## src/rtl/morse_rx_fsm.sv

```systemverilog
// Morse line receiver: measures mark/space run lengths, classifies
// dots and dashes and assembles up to five symbols per character.
module morse_rx_fsm #(
    parameter int unsigned UNIT = 1
) (
    input  logic       clock,
    input  logic       reset,
    input  logic       led_in,
    output logic       sym_valid,
    output logic       symbol,
    output logic       char_valid,
    output logic [4:0] char_code,
    output logic [2:0] char_len,
    output logic       err
);

    localparam logic [15:0] DASH_MIN = 16'(2 * UNIT);
    localparam logic [15:0] MARK_ERR = 16'(4 * UNIT + 1);
    localparam logic [15:0] GAP_END  = 16'(3 * UNIT);

    typedef enum logic [1:0] {
        IDLE,
        MARK,
        SPACE,
        LOCKOUT
    } state_t;

    state_t      state_q, state_d;
    logic [15:0] cnt_q, cnt_d;
    logic [15:0] cnt_inc;
    logic [4:0]  buf_q, buf_d;
    logic [2:0]  len_q, len_d;
    logic        is_dash;

    logic       sym_valid_q, sym_valid_d;
    logic       symbol_q, symbol_d;
    logic       char_valid_q, char_valid_d;
    logic [4:0] code_q, code_d;
    logic [2:0] clen_q, clen_d;
    logic       err_q, err_d;

    assign cnt_inc = (cnt_q == 16'hFFFF) ? cnt_q : cnt_q + 16'd1;
    assign is_dash = (cnt_q >= DASH_MIN);

    assign sym_valid  = sym_valid_q;
    assign symbol     = symbol_q;
    assign char_valid = char_valid_q;
    assign char_code  = code_q;
    assign char_len   = clen_q;
    assign err        = err_q;

    // Next-state, run counter, symbol buffer and registered outputs
    always_comb begin
        state_d      = state_q;
        cnt_d        = cnt_q;
        buf_d        = buf_q;
        len_d        = len_q;
        sym_valid_d  = 1'b0;
        symbol_d     = symbol_q;
        char_valid_d = 1'b0;
        code_d       = code_q;
        clen_d       = clen_q;
        err_d        = 1'b0;

        unique case (state_q)
            IDLE: begin
                if (led_in) begin
                    state_d = MARK;
                    cnt_d   = 16'd1;
                end
            end
            MARK: begin
                if (led_in) begin
                    if (cnt_inc == MARK_ERR) begin
                        err_d   = 1'b1;
                        buf_d   = 5'd0;
                        len_d   = 3'd0;
                        cnt_d   = 16'd0;
                        state_d = LOCKOUT;
                    end else begin
                        cnt_d = cnt_inc;
                    end
                end else begin
                    sym_valid_d   = 1'b1;
                    symbol_d      = is_dash;
                    buf_d[len_q]  = is_dash;
                    len_d         = len_q + 3'd1;
                    cnt_d         = 16'd1;
                    state_d       = SPACE;
                end
            end
            SPACE: begin
                if (led_in) begin
                    if (len_q == 3'd5) begin
                        err_d   = 1'b1;
                        buf_d   = 5'd0;
                        len_d   = 3'd0;
                        cnt_d   = 16'd0;
                        state_d = LOCKOUT;
                    end else begin
                        cnt_d   = 16'd1;
                        state_d = MARK;
                    end
                end else if (cnt_inc == GAP_END) begin
                    char_valid_d = 1'b1;
                    code_d       = buf_q;
                    clen_d       = len_q;
                    buf_d        = 5'd0;
                    len_d        = 3'd0;
                    cnt_d        = 16'd0;
                    state_d      = IDLE;
                end else begin
                    cnt_d = cnt_inc;
                end
            end
            LOCKOUT: begin
                if (led_in) begin
                    cnt_d = 16'd0;
                end else if (cnt_inc == GAP_END) begin
                    cnt_d   = 16'd0;
                    state_d = IDLE;
                end else begin
                    cnt_d = cnt_inc;
                end
            end
            default: begin
                state_d = IDLE;
                cnt_d   = 16'd0;
                buf_d   = 5'd0;
                len_d   = 3'd0;
            end
        endcase
    end

    // State and output registers, cleared asynchronously
    always_ff @(posedge clock or posedge reset) begin
        if (reset) begin
            state_q      <= IDLE;
            cnt_q        <= 16'd0;
            buf_q        <= 5'd0;
            len_q        <= 3'd0;
            sym_valid_q  <= 1'b0;
            symbol_q     <= 1'b0;
            char_valid_q <= 1'b0;
            code_q       <= 5'd0;
            clen_q       <= 3'd0;
            err_q        <= 1'b0;
        end else begin
            state_q      <= state_d;
            cnt_q        <= cnt_d;
            buf_q        <= buf_d;
            len_q        <= len_d;
            sym_valid_q  <= sym_valid_d;
            symbol_q     <= symbol_d;
            char_valid_q <= char_valid_d;
            code_q       <= code_d;
            clen_q       <= clen_d;
            err_q        <= err_d;
        end
    end

endmodule

```

## config.mk

```make
export PLATFORM = sky130hd
export DESIGN_NAME = morse_rx_fsm
export DESIGN_NICKNAME = d
export VERILOG_FILES = /design/src/rtl/morse_rx_fsm.sv
export SDC_FILE = /design/constraint.sdc
export NUM_CORES = 1
export LEC_CHECK = 0
export CORE_MARGIN = 3
export CORE_UTILIZATION = 40
export DETAILED_ROUTE_END_ITERATION = 7
export PLACE_DENSITY_LB_ADDON = 0.15
export SKIP_LAST_GASP = 1
export SLEW_MARGIN = 10
export SYNTH_ARGS = -nofsm -noshare
export SYNTH_HDL_FRONTEND = slang
export SYNTH_SLANG_ARGS = --single-unit
```

## constraint.sdc

```tcl
create_clock -name clock -period 5.5 [get_ports clock]
set_input_delay 0.825 -clock clock [delete_from_list [all_inputs] [get_ports clock]]
set_output_delay 0.825 -clock clock [all_outputs]
set_load 0.02 [all_outputs]
```

==> flow_summary.json <==
{
  "status": "completed",
  "avgSynthCellArea_um2": 8.39,
  "relSlewSlack": 0.309,
  "dieArea_um2": 7030,
  "slew_violations": 0,
  "gp_congestion": 0.869,
  "crit_chain": "ha_1 -> nand4_2 -> or4_1 -> a21o_1 -> a22oi_1 -> nand3_1 -> nor4b_4 -> o22ai_2 -> a21o_1 -> a22o_1",
  "clkSinkCount": 38,
  "ys.flop_type": "dfrtp_1",
  "overflow": 0,
  "routed_wl_um": 5550,
  "cp_slowest_stage_delay_ps": 630,
  "grt_pass1_wl_um": 9820,
  "syn_nets": 301,
  "htreeDepth": 2,
  "async_flop_share": 1.00,
  "cts_buffer_depth": 2,
  "track_usage": 0.168,
  "dp_worst_setup_slack_ps": 1640,
  "p_comb_frac": 0.460,
  "m1WireLength_um": 2770,
  "grt_pass1_vias": 2017,
  "postSynthCellCount": 289,
  "vias": 2126,
  "met3_length_um": 276,
  "hold_viol": 0,
  "ctsResizeCount": 0,
  "intPower_uw": 663,
  "dr_wl_met2_um": 2390,
  "clk_latency_ps": 300,
  "routed_wire_length_per_instance_um": 15.1,
  "die_h_um": 83.9,
  "p_sw_uw": 482,
  "placementRows": 27,
  "worst-endpoint-arrival_ps": 4080,
  "rsz0062_at_grt": "false",
  "path_max_fanout": 28,
  "setup_slack_ps": 1600,
  "cts_setup_buffers": 0,
  "nNetsFinal": 306,
  "synth_area_um2": 2420,
  "port_buffers": 14,
  "seq_area_frac_synth": 0.392,
  "cp-start-kind": "register",
  "tightest_slew_ps": 1040,
  "worstSetupEndpointType": "register",
  "synth_seq_cells": 38,
  "hpwl_um": 3940,
  "initial_core_util": 0.427,
  "worst_path_max_delay_cell": "or4_1",
  "ant_nets": 0,
  "swShare": 0.421,
  "synth_cell_types": 49,
  "multiInputGateArea_um2": 1340,
  "fp.coreArea_um2": 5680,
  "drc_errors": 0,
  "min_path_type": "reg2reg",
  "setup_viol": 0,
  "postCtsHoldBufs": 0,
  "cts_made_buffers": 5,
  "regArea_um2": 951,
  "cpLargestDelayFamily": "simple AND/OR/NAND/NOR gates",
  "n_antenna_cell": 0,
  "synth_top_area_frac": 0.392,
  "drv_cap": 0,
  "pwr-share-seq": 0.360,
  "yosysWarnings": 0,
  "layout-drive-gt1-share": 0.0678,
  "fill_cells": 573,
  "min_period_over_period": 0.709,
  "leakagePower_uw": 0.00113,
  "finalPower_uw": 1140,
  "synth_edf_count": 0,
  "fin_util": 0.476,
  "top_layer_used": "met4",
  "ios": 15,
  "ir_drop_v": 0.000230,
  "antenna_found_initial": 0,
  "setup_tns_ps": 0,
  "crit_type": "reg2reg",
  "skew_ps": 7.35,
  "hold-worst-slack_ps": 480,
  "tritoncts": "built",
  "max_freq_mhz": 256,
  "path_clk_slew_ps": 80,
  "synthTopCellsByArea": "dfrtp_1 39%, o21ai_0 5.6%, ha_1 4.6%, nand2_1 4.5%, nor2_1 3.9%",
  "crit_top_cell": "a21o_1",
  "min_period_ps": 3900,
  "power_density_nw_per_um2": 424,
  "drtIter0Drc": 137,
  "clock_power_share": 0.180,
  "synth_area_leader_cell": "dfrtp_1",
  "required_ps": 5680,
  "synthTopCellsByCount": "38 x dfrtp_1, 29 x nand2_1, 27 x o21ai_0",
  "drt_first_pass_iters": 5,
  "die_x_um": 83.9,
  "grt_max_degree": 39,
  "via_per_inst": 5.79,
  "area_growth_syn_to_layout_pct": 11.3,
  "synthMostInstantiatedCell": "dfrtp_1",
  "cts-root-buf": "clkbuf_8",
  "cp_num_buf_inv": 0
}
## final timing paths
path	slack, ps	startpoint	to	depth (start not counted)
max	1600	cnt_q[0]$_DFFE_PP0P_	cnt_q[13]$_DFFE_PP0P_	10
min in group asynchronous	940	reset	cnt_q[11]$_DFFE_PP0P_	3
min	480	char_len[2]$_DFFE_PP0P_	char_len[2]$_DFFE_PP0P_	2
max reg2reg	1600	cnt_q[0]$_DFFE_PP0P_	cnt_q[13]$_DFFE_PP0P_	10
min reg2reg	480	char_len[2]$_DFFE_PP0P_	char_len[2]$_DFFE_PP0P_	2
max in group asynchronous	4230	reset	char_valid$_DFF_PP0_	3
## layout by cell type, fill, tap and decap left out, types with 3 or more instances in the layout
cell,instances
a21oi_1,16
a31oi_1,8
a41oi_1,4
and3_1,6
clkbuf_8,6
clkdlybuf4s50_1,14
dfrtp_1,38
ha_1,9
inv_1,18
nand2_1,29
nand3_1,16
nand4_1,6
nor2_1,25
nor2b_1,3
nor3_1,5
nor4_1,6
o21a_1,3
o21ai_0,27
o31ai_1,6
or3_1,3
or4_1,5
xnor2_1,3
## flip-flops by register name, summed over array words and instances (netlist names), 2 cells and up
register   flops
char_code      5
char_len       3
len_q          3
cnt_q         16
state_q        2
buf_q          5
## power by group through the flow
stage | logic (µW) | clock network (µW) | registers (µW)
2_1_floorplan | 358 | 0 | 437
3_3_place_gp | 523 | 0 | 417
3_5_place_dp | 526 | 0 | 419
6_report | 526 | 206 | 412
4_1_cts | 529 | 216 | 412
5_1_grt | 593 | 226 | 427
## worst min-delay path, delay by kind of cell (launching register included)
family | cells | cell delay, ps
compound gates | 1 | 60
simple gates | 1 | 50
flops | 1 | 350
## cells by family after synthesis
family                     after synthesis  synth area share
and+or+nand+nor                        115             0.252
AOI/OAI and AO/OA                       83             0.220
DFF                                     38             0.392
buffers and inverters                   36            0.0578
adders and majority gates                9            0.0464
xor gates and xnor gates                 5            0.0181
muxes                                    3            0.0134
## routing by layer
| layer | vias to the layer above | GRT usage |
|---|---|---|
| li1 | 1061 | - |
| met1 | 989 | 0.242 |
| met2 | 62 | 0.248 |
| met3 | 14 | 0.0326 |
| met4 | 0 | 0.0614 |
| met5 | - | 0 |
## layout make-up
type                            count  area share
Clock inverter                      2     0.00464
Tap cell                           72      0.0334
Inverter                           18      0.0250
Timing Repair Buffer               16      0.0575
Clock buffer                        6      0.0306
Multi-Input combinational cell    215       0.497
Sequential cell                    38       0.352
## through the flow
| step | area, µm² | instances |
|---|---|---|
| 5_1_grt | 2700 | 367 |
| 2_1_floorplan | 2420 | 289 |
| 4_1_cts | 2700 | 367 |
| 3_5_place_dp | 2600 | 359 |
| 3_3_place_gp | 2600 | 359 |
| 6_report | 2700 | 367 |
No activity file was read; power rests on OpenSTA's default activity.
